**config.mk**
```make
export PLATFORM = sky130hd
export DESIGN_NAME = spi_master_cfg_flat
export DESIGN_NICKNAME = d
export VERILOG_FILES = /design/src/rtl/spi_master_cfg_if.sv /design/src/rtl/spi_master_cfg.sv /design/src/flat_wrapper.sv
export SDC_FILE = /design/constraint.sdc
export NUM_CORES = 1
export LEC_CHECK = 0
export BUFFER_PORTS_ARGS = -buffer_cell sky130_fd_sc_hd__buf_2
export CORE_MARGIN = 4
export CORE_UTILIZATION = 60
export DETAILED_ROUTE_END_ITERATION = 6
export GPL_TIMING_DRIVEN = 0
export HOLD_SLACK_MARGIN = 0.02
export MAX_ROUTING_LAYER = met4
export PLACE_DENSITY = 0.83
export SYNTH_ARGS = -nofsm -noshare
export SYNTH_HDL_FRONTEND = slang
export SYNTH_SLANG_ARGS = --single-unit
```
**constraint.sdc**
```tcl
create_clock -name clk -period 3.48 [get_ports clk]
set_input_delay 0 -clock clk [delete_from_list [all_inputs] [get_ports clk]]
set_output_delay 0 -clock clk [all_outputs]
set_load 0.05 [all_outputs]
```
**src/rtl/spi_master_cfg_if.sv**
```systemverilog
// Front-end handshake bundle for spi_master_cfg: transfer request, per-transfer
// configuration and completion/result signals.
interface spi_master_cfg_if #(
    parameter int DATA_W = 8,
    parameter int NUM_SS = 4,
    parameter int DIV_W  = 8
);
    localparam int SS_W = (NUM_SS > 1) ? $clog2(NUM_SS) : 1;

    logic              start;
    logic              ready;
    logic [DATA_W-1:0] tx_data;
    logic [SS_W-1:0]   ss_sel;
    logic              cpol;
    logic              cpha;
    logic              lsb_first;
    logic [DIV_W-1:0]  clk_div;
    logic [DATA_W-1:0] rx_data;
    logic              rx_valid;

    modport master (
        output start, tx_data, ss_sel, cpol, cpha, lsb_first, clk_div,
        input  ready, rx_data, rx_valid
    );

    modport slave (
        input  start, tx_data, ss_sel, cpol, cpha, lsb_first, clk_div,
        output ready, rx_data, rx_valid
    );
endinterface

```
**src/rtl/spi_master_cfg.sv**
```systemverilog
// Parametrised SPI master: per-transfer mode, bit order, SCLK divider, one-of-N select.
// Define SPI_MASTER_LOOPBACK_EN to add the loopback port (rx samples internal mosi).
module spi_master_cfg #(
    parameter int DATA_W = 8,
    parameter int NUM_SS = 4,
    parameter int DIV_W  = 8
) (
    input  logic              clk,
    input  logic              rst_n,
    spi_master_cfg_if.slave   bus,
    output logic              sclk,
    output logic              mosi,
    input  logic              miso,
    output logic [NUM_SS-1:0] ss_n
`ifdef SPI_MASTER_LOOPBACK_EN
    ,
    input  logic              loopback
`endif
);
    localparam int EDGE_W = $clog2(2 * DATA_W);
    localparam logic [EDGE_W-1:0] LAST_EDGE = EDGE_W'(2 * DATA_W - 1);

    typedef enum logic [1:0] {
        S_IDLE,
        S_LEAD,
        S_XFER,
        S_TRAIL
    } state_t;

    state_t            r_state;
    logic              r_ready;
    logic              r_rx_valid;
    logic              r_sclk;
    logic              r_mosi;
    logic [NUM_SS-1:0] r_ss_n;
    logic [DATA_W-1:0] r_rx_data;
    logic [DATA_W-1:0] r_tx_sh;
    logic [DATA_W-1:0] r_rx_sh;
    logic [DIV_W-1:0]  r_div;
    logic [DIV_W-1:0]  r_clk_div;
    logic [EDGE_W-1:0] r_edge;
    logic              r_cpha;
    logic              r_lsb;

    logic              w_tick;
    logic              w_leading;
    logic              w_sample;
    logic              w_shift;
    logic              w_next_bit;
    logic              w_miso;
    logic [DATA_W-1:0] w_tx_shifted;
    logic [DATA_W-1:0] w_rx_shifted;
    logic [NUM_SS-1:0] w_ss_dec;

    // r_edge counts SCLK edges already issued, so even values mean the next edge is leading.
    assign w_tick     = (r_div == r_clk_div);
    assign w_leading  = ~r_edge[0];
    assign w_sample   = w_leading ^ r_cpha;
    assign w_shift    = r_cpha ? (w_leading && (r_edge != '0))
                               : (!w_leading && (r_edge != LAST_EDGE));
    assign w_next_bit = r_lsb ? r_tx_sh[1] : r_tx_sh[DATA_W-2];
    assign w_tx_shifted = r_lsb ? (r_tx_sh >> 1) : (r_tx_sh << 1);
    assign w_rx_shifted = r_lsb ? {w_miso, r_rx_sh[DATA_W-1:1]}
                                : {r_rx_sh[DATA_W-2:0], w_miso};

`ifdef SPI_MASTER_LOOPBACK_EN
    assign w_miso = loopback ? r_mosi : miso;
`else
    assign w_miso = miso;
`endif

    // Out-of-range selects decode to no active line; the transfer still runs.
    always_comb begin
        w_ss_dec = '1;
        for (int unsigned i = 0; i < NUM_SS; i++) begin
            if (32'(bus.ss_sel) == i) begin
                w_ss_dec[i] = 1'b0;
            end
        end
    end

    always_ff @(posedge clk or negedge rst_n) begin
        if (!rst_n) begin
            r_state    <= S_IDLE;
            r_ready    <= 1'b1;
            r_rx_valid <= 1'b0;
            r_sclk     <= 1'b0;
            r_mosi     <= 1'b0;
            r_ss_n     <= '1;
            r_rx_data  <= '0;
            r_tx_sh    <= '0;
            r_rx_sh    <= '0;
            r_div      <= '0;
            r_clk_div  <= '0;
            r_edge     <= '0;
            r_cpha     <= 1'b0;
            r_lsb      <= 1'b0;
        end else begin
            case (r_state)
                S_IDLE: begin
                    r_rx_valid <= 1'b0;
                    r_sclk     <= bus.cpol;
                    r_mosi     <= 1'b0;
                    if (bus.start) begin
                        r_state   <= S_LEAD;
                        r_ready   <= 1'b0;
                        r_ss_n    <= w_ss_dec;
                        r_tx_sh   <= bus.tx_data;
                        r_mosi    <= bus.lsb_first ? bus.tx_data[0] : bus.tx_data[DATA_W-1];
                        r_rx_sh   <= '0;
                        r_cpha    <= bus.cpha;
                        r_lsb     <= bus.lsb_first;
                        r_clk_div <= bus.clk_div;
                        r_div     <= '0;
                        r_edge    <= '0;
                    end
                end
                // LEAD ends with SCLK edge 1, so it shares the edge logic with XFER.
                S_LEAD, S_XFER: begin
                    if (w_tick) begin
                        r_div  <= '0;
                        r_sclk <= ~r_sclk;
                        r_edge <= r_edge + 1'b1;
                        if (w_sample) begin
                            r_rx_sh <= w_rx_shifted;
                        end
                        if (w_shift) begin
                            r_tx_sh <= w_tx_shifted;
                            r_mosi  <= w_next_bit;
                        end
                        r_state <= (r_edge == LAST_EDGE) ? S_TRAIL : S_XFER;
                    end else begin
                        r_div <= r_div + 1'b1;
                    end
                end
                S_TRAIL: begin
                    if (w_tick) begin
                        r_div      <= '0;
                        r_state    <= S_IDLE;
                        r_ss_n     <= '1;
                        r_mosi     <= 1'b0;
                        r_rx_data  <= r_rx_sh;
                        r_rx_valid <= 1'b1;
                        r_ready    <= 1'b1;
                    end else begin
                        r_div <= r_div + 1'b1;
                    end
                end
                default: r_state <= S_IDLE;
            endcase
        end
    end

    assign bus.ready    = r_ready;
    assign bus.rx_valid = r_rx_valid;
    assign bus.rx_data  = r_rx_data;
    assign sclk         = r_sclk;
    assign mosi         = r_mosi;
    assign ss_n         = r_ss_n;
endmodule
```
**src/flat_wrapper.sv**
```systemverilog
// flat-port wrapper written by rule: the top's interface ports become plain ports
module spi_master_cfg_flat 
#(
    parameter int DATA_W = 8,
    parameter int NUM_SS = 4,
    parameter int DIV_W  = 8
)
  (clk, rst_n, sclk, mosi, miso, ss_n, bus_start, bus_tx_data, bus_ss_sel, bus_cpol, bus_cpha, bus_lsb_first, bus_clk_div, bus_ready, bus_rx_data, bus_rx_valid);
  spi_master_cfg_if #(.DATA_W(DATA_W), .NUM_SS(NUM_SS), .DIV_W(DIV_W)) bus_i ();
  input  logic clk;
  input  logic rst_n;
  output logic sclk;
  output logic mosi;
  input  logic miso;
  output logic [NUM_SS-1:0] ss_n;
  input wire logic [$bits(bus_i.start)-1:0] bus_start;
  input wire logic [$bits(bus_i.tx_data)-1:0] bus_tx_data;
  input wire logic [$bits(bus_i.ss_sel)-1:0] bus_ss_sel;
  input wire logic [$bits(bus_i.cpol)-1:0] bus_cpol;
  input wire logic [$bits(bus_i.cpha)-1:0] bus_cpha;
  input wire logic [$bits(bus_i.lsb_first)-1:0] bus_lsb_first;
  input wire logic [$bits(bus_i.clk_div)-1:0] bus_clk_div;
  output wire logic [$bits(bus_i.ready)-1:0] bus_ready;
  output wire logic [$bits(bus_i.rx_data)-1:0] bus_rx_data;
  output wire logic [$bits(bus_i.rx_valid)-1:0] bus_rx_valid;
  assign bus_i.start = bus_start;
  assign bus_i.tx_data = bus_tx_data;
  assign bus_i.ss_sel = bus_ss_sel;
  assign bus_i.cpol = bus_cpol;
  assign bus_i.cpha = bus_cpha;
  assign bus_i.lsb_first = bus_lsb_first;
  assign bus_i.clk_div = bus_clk_div;
  assign bus_ready = bus_i.ready;
  assign bus_rx_data = bus_i.rx_data;
  assign bus_rx_valid = bus_i.rx_valid;
  spi_master_cfg #(.DATA_W(DATA_W), .NUM_SS(NUM_SS), .DIV_W(DIV_W)) u_core (.clk(clk), .rst_n(rst_n), .bus(bus_i), .sclk(sclk), .mosi(mosi), .miso(miso), .ss_n(ss_n));
endmodule
```
==> flow_summary.toml, run 1 <==
[die]
core_um2 = 4820
die-area_um2 = 6260
io_pins = 41
start_util_pct = 63.0
die_h_um = 79.1
rows = 25
die_w_um = 79.1

[min_path]
min_path_cells = 3
min_from = "bus_ss_sel[0]"
hold_path_end = "u_core.ss_n[1]$_DFFE_PN1P_"
hp-class = "in2reg"

[finish]
final_cell_area_um2 = 3590
diodes = 0
nets = 363
final_core_util_pct = 74.5
area_growth_pct = 18.4
final_layout_size_suffix_gt1_share_pct = 29.6
layout_common_cells = "51 x dfrtp_1, 45 x buf_2, 26 x nand2_1"
fin_cells = 401
final_common_cell = "dfrtp_1"

[global_routing]
grt-ovfl-total = 0
grt_pass1_vias = 2414
use_met1_pct = 32.6
grt_max_degree = 57
use_met3_pct = 4.08
top_usage_layer = "met2"
antenna_found_initial = 0
grt.total_usage_pct = 23.8
grt_pass1_wl_mm = 11.5
met2_usage_pct = 36.8

[critical_path]
path_max_fanout = 7
crit_path_end_kind = "flip-flop"
critPathSlowestCell = "dfrtp_1"
worstPathRequired_ns = 3.72
cp_slowest_stage_delay_ns = 0.39
critPathTopFamily = "simple AND/OR/NAND/NOR gates"
rrSetupSlack_ns = 1.30
startpoint_type = "flip-flop"
cp_num_buf_inv = 2
rr_startpoint = "u_core.r_edge[0]$_DFFE_PN0P_"
r2r_cells = 8
path_cells = "clkbuf_1 > inv_1 > ha_1 > or3b_1 > a22o_1 > nand3_2 > a21boi_2 > mux2i_1"
crit_type = "reg2reg"
worstReg2RegEnd = "u_core.mosi$_DFFE_PN0P_"
worstPathArrival_ns = 2.42

[logic_synthesis]
synth-seq-cells = 56
synth_fp_nets = 302
ys_seq_area_share_pct = 46.4
syn_area_um2 = 3030
synth_cell_types = 57
synthCells = 272
ys_warn_count = 0
postSynthAreaPerCell_um2 = 11.2

[place]
io_buffers = 40
place_area_um2 = 3320
post-dp-hpwl_mm = 4.57
dp_slack_ns = 1.34
gp_congestion = 0.802
dp.cells = 379

[sta]
rsz0062_at_grt = "no"
worstMarginPinSlew_ns = 1.22
setup_violations = 0
hold_viol_final = 0
period_share_pct = 62.6
fin_ws_ns = 1.30
post-route-min-period_ns = 2.18
maxSlewHeadroom_pct = 18.6
fin_skew_ns = 0.0109
fmax_mhz = 459
timing.hold.ws_ns = 0.0308
tns_ns = 0
finalMaxSlewViolations = 0

[routing]
drtIter0Drc = 106
remaining_drc_errors = 0
vias_per_cell = 5.89
wirelength_mm = 6.64
drt-wirelength-per-cell_um = 16.6
ant_nets = 0
vias = 2363
first_pass_iters = 4

[cts]
clkTransAtPathRegs_ns = 0.10
post-cts-setup-buffers = 0
cts_buffer_depth = 2
cts.sinks = 56
insertion_delay_ns = 0.31
cts_buffers = 5
cts_resized = 0
cts_tree = "done"
cts_max_level = 2
cts_root_buf = "clkbuf_8"

[pwr]
total_leakage_power_nw = 1.63
ir_worst_vdd_mv = 0.270
power_density_nw_per_um2 = 333
power.total_mw = 1.19

[outcome]
outcome = "complete, no violations"

[job]
cap_viol_max_count = 0
final cells by class:
cell class | count | area (um2)
inverters | 9 | 33.8
well taps | 67 | 83.8
fillers | 349 | 1230
clock buffers | 6 | 72.6
multi-input cells | 192 | 1510
plain buffers | 15 | 85.1
flip-flops and latches | 56 | 1410
repair buffers | 54 | 340
clock inverters | 2 | 60.1
synth_stat cells (all sizes together):
| master | n | share of area [%] |
|---|---|---|
| or2 | 1 | 0.21 |
| a41oi | 2 | 0.83 |
| o211a | 1 | 0.33 |
| o2bb2ai | 9 | 2.6 |
| and4 | 2 | 0.58 |
| and2b | 1 | 0.25 |
| dfstp | 5 | 4.3 |
| a22oi | 1 | 0.25 |
| ha | 5 | 2.1 |
| nor3 | 1 | 0.16 |
| nor2b | 4 | 0.82 |
| nand3 | 9 | 2.2 |
| and2 | 1 | 0.21 |
| nor2 | 11 | 1.6 |
| xor2 | 2 | 0.58 |
| o31ai | 2 | 0.49 |
| o22a | 2 | 0.58 |
| xnor2 | 11 | 3.4 |
| a21boi | 2 | 0.62 |
| nor4 | 1 | 0.21 |
| clkbuf | 6 | 0.74 |
| inv | 9 | 1.1 |
| o221a | 8 | 3.0 |
| mux2 | 19 | 7.1 |
| a311o | 1 | 0.33 |
| dfrtp | 51 | 42 |
| o21ai | 11 | 1.9 |
| nand2b | 1 | 0.21 |
| o21a | 1 | 0.25 |
| buf | 9 | 2.1 |
| a22o | 7 | 2.0 |
| mux2i | 18 | 5.9 |
| o22ai | 6 | 1.2 |
| a211oi | 1 | 0.25 |
| or3b | 1 | 0.29 |
| nand4 | 5 | 1.0 |
| a31oi | 5 | 1.5 |
| nand2 | 27 | 3.6 |
| a2bb2oi | 2 | 0.58 |
| a21oi | 8 | 1.8 |
| and3 | 3 | 0.62 |
registers in the layout, indices dropped and copies added (netlist names):
name,flops
u_core.r_cpha,1
u_core.r_state,2
u_core.bus.ready,1
u_core.mosi,1
u_core.sclk,1
u_core.bus.rx_valid,1
u_core.ss_n,4
u_core.r_div,8
u_core.r_lsb,1
u_core.bus.rx_data,8
u_core.r_rx_sh,8
u_core.r_clk_div,8
u_core.r_edge,4
u_core.r_tx_sh,8
layer usage:
layer  share of wire, %  vias to the layer above
met5                  0                        -
met3                4.7                        8
met2                 47                       60
met1                 47                     1175
li1                   -                     1120
met4                1.3                        0
report_power, final:
group	switching, mW	internal (mW)	total, mW
clock network	0.206	0.288	0.494
registers	0	0.651	0.651
logic	0.0260	0.0245	0.0506
cell families after synthesis:
logic type,Yosys count,share of synthesized area [%]
muxes,37,13.0
AOI/OAI and AO/OA,69,18.6
DFF,56,46.4
buffers and inverters,24,3.92
and+or+nand+nor,68,12.0
xor gates and xnor gates,13,4.00
adders and majority gates,5,2.06
how the worst max path moves through the flow:
stage,start,to,slack (ns),cells after the start
2_1_floorplan,u_core.r_edge[0]$_DFFE_PN0P_,u_core.mosi$_DFFE_PN0P_,1.57,8
3_3_place_gp,u_core.r_edge[0]$_DFFE_PN0P_,u_core.mosi$_DFFE_PN0P_,1.37,8
3_5_place_dp,u_core.r_edge[0]$_DFFE_PN0P_,u_core.mosi$_DFFE_PN0P_,1.34,8
4_1_cts,u_core.r_edge[0]$_DFFE_PN0P_,u_core.mosi$_DFFE_PN0P_,1.31,8
5_1_grt,u_core.r_state[0]$_DFFE_PN0P_,u_core.r_tx_sh[0]$_DFFE_PN0P_,1.19,7
6_report,u_core.r_edge[0]$_DFFE_PN0P_,u_core.mosi$_DFFE_PN0P_,1.30,8
tightest hold or removal path, stage by stage:
cell and delay (ns):
buf_2 0.09, nand2_1 0.07, o22a_1 0.18
timing repair:
item,4_1_cts,5_1_grt
endpoints found under the hold margin,68,0
setup endpoints to repair,0,0
hold buffers,14,0
Power figures use the tool's default switching activity.
==> run 2: changes to the inputs <==
Settings changed: CORE_UTILIZATION 60 to 57, PLACE_DENSITY 0.83 to 0.79.
Clock period 3.48 ns to 2.25 ns, I/O delays scaled along.
==> flow_summary.toml, run 2 (synthesis results as in run 1) <==
[die]
start_util_pct = 59.0
die_h_um = 80.9
core_um2 = 5140
rows = 26
die-area_um2 = 6550
io_pins = 41
die_w_um = 80.9

[critical_path]
worstPathArrival_ns = 2.35
critPathSlowestCell = "dfrtp_1"
crit_path_end_kind = "flip-flop"
path_max_fanout = 8
path_cells = "inv_1 > ha_1 > or3b_1 > a22o_1 > nand3_2 > a21boi_2 > mux2i_1"
cp_slowest_stage_delay_ns = 0.50
crit_type = "reg2reg"
startpoint_type = "flip-flop"
worstPathRequired_ns = 2.49
critPathTopFamily = "simple AND/OR/NAND/NOR gates"
cp_num_buf_inv = 1

[routing]
vias_per_cell = 5.78
wirelength_mm = 6.62
drtIter0Drc = 269
vias = 2337
remaining_drc_errors = 0
drt-wirelength-per-cell_um = 16.4
ant_nets = 0
first_pass_iters = 5

[sta]
setup_violations = 0
finalMaxSlewViolations = 0
post-route-min-period_ns = 2.11
fin_skew_ns = 0.0104
hold_viol_final = 0
worstMarginPinSlew_ns = 1.21
rsz0062_at_grt = "no"
tns_ns = 0
period_share_pct = 93.6
maxSlewHeadroom_pct = 19.4
fmax_mhz = 475

[place]
io_buffers = 40
post-dp-hpwl_mm = 4.40
gp_congestion = 0.859
dp.cells = 382

[cts]
cts_max_level = 2
cts_root_buf = "clkbuf_8"
clkTransAtPathRegs_ns = 0.11
insertion_delay_ns = 0.31
cts_buffer_depth = 2
cts_buffers = 5
cts.sinks = 56
cts_tree = "done"

[finish]
diodes = 0
seqCellArea_um2 = 1410
num-fill-cells = 401
nets = 363
fin_cells = 404
area_growth_pct = 18.1
layout_common_cells = "51 x dfrtp_1, 45 x buf_2, 26 x nand2_1"
final_layout_size_suffix_gt1_share_pct = 29.9
multi_input_area_um2 = 1510
final_common_cell = "dfrtp_1"

[pwr]
power_density_nw_per_um2 = 492
total_leakage_power_nw = 1.62
ir_worst_vdd_mv = 0.404

[global_routing]
grt_max_degree = 57
antenna_found_initial = 0
use_met1_pct = 31.2
grt_pass1_vias = 2341
use_met3_pct = 3.44
grt.total_usage_pct = 22.8
grt-ovfl-total = 0
met2_usage_pct = 35.6
grt_pass1_wl_mm = 11.3
top_usage_layer = "met2"

[job]
cap_viol_max_count = 0

[min_path]
hp-class = "in2reg"

[outcome]
outcome = "complete, no violations"
## run 2: cell types whose count changed in the layout (fill, tap and decap cells not counted)
cell | previous run | this run
clkbuf_1 | 7 | 6
nor2_2 | 0 | 1
bufinv_16 | 2 | 1
nor2_1 | 10 | 9
dlygate4sd3_1 | 14 | 15
inv_6 | 0 | 1
## run 2: metrics by stage
stage	worst slack [ns]	hold slack, ns	power (mW)	area, um2	utilization, %
CTS	0.0627	0.0631	1.78	3580	69.7
detailed placement	0.0954	0.178	1.09	3320	64.6
floorplan	0.336	-0.296	1.04	3030	-
global route	0.000661	0.0852	1.82	3580	69.7
finish	0.143	0.0651	1.76	3580	69.7
global placement	0.139	0.175	1.09	3320	64.6
## run 2: worst reg2reg max path: cells and delay by family (launching register included)
family          cells  cell delay [ns]
buf+inv             1             0.16
mux                 1             0.20
simple gates        2             0.55
compound gates      2             0.48
fa+ha+maj           1             0.16
flops               1             0.50
## run 2: layout make-up
type,instances,share of cell area [%]
multi-input combinational,192,42.1
sequential,56,39.3
timing repair buffer,55,9.78
tap,70,2.45
buffer,14,2.27
clock buffer,6,2.03
clock inverter,2,1.08
inverter,9,0.943
## run 2: what timing repair did
action | CTS | global route
gates resized for setup | 0 | 1
buffers inserted | 0 | 0
hold buffers | 15 | 0
endpoints found under the hold margin | 68 | 0
setup endpoints to repair | 0 | 17
## run 2: worst paths after layout
| check | startpoint | cells past startpoint | slack (ns) | end |
|---|---|---|---|---|
| worst min register to register | u_core.bus.rx_data[6]$_DFFE_PN0P_ | 1 | 0.51 | u_core.bus.rx_data[6]$_DFFE_PN0P_ |
| worst max register to register | u_core.r_edge[0]$_DFFE_PN0P_ | 7 | 0.14 | u_core.mosi$_DFFE_PN0P_ |
| min in group asynchronous | rst_n | 2 | 0.47 | u_core.r_tx_sh[1]$_DFFE_PN0P_ |
| worst max-delay path | u_core.r_edge[0]$_DFFE_PN0P_ | 7 | 0.14 | u_core.mosi$_DFFE_PN0P_ |
| worst min-delay path | bus_tx_data[4] | 4 | 0.07 | u_core.r_tx_sh[4]$_DFFE_PN0P_ |
| max in group asynchronous | rst_n | 2 | 1.03 | u_core.r_state[1]$_DFFE_PN0P_ |
## run 2: where the power goes
group	switching, mW	internal, mW	total (mW)
clock network	0.339	0.337	0.676
logic	0.0410	0.0391	0.0802
registers	0	1.01	1.01
## run 2: per-layer routing
| metal | vias to the layer above | share of wire, % |
|---|---|---|
| met5 | - | 0 |
| met4 | 0 | 1.0 |
| li1 | 1128 | - |
| met3 | 8 | 3.5 |
| met1 | 1144 | 48 |
| met2 | 57 | 48 |
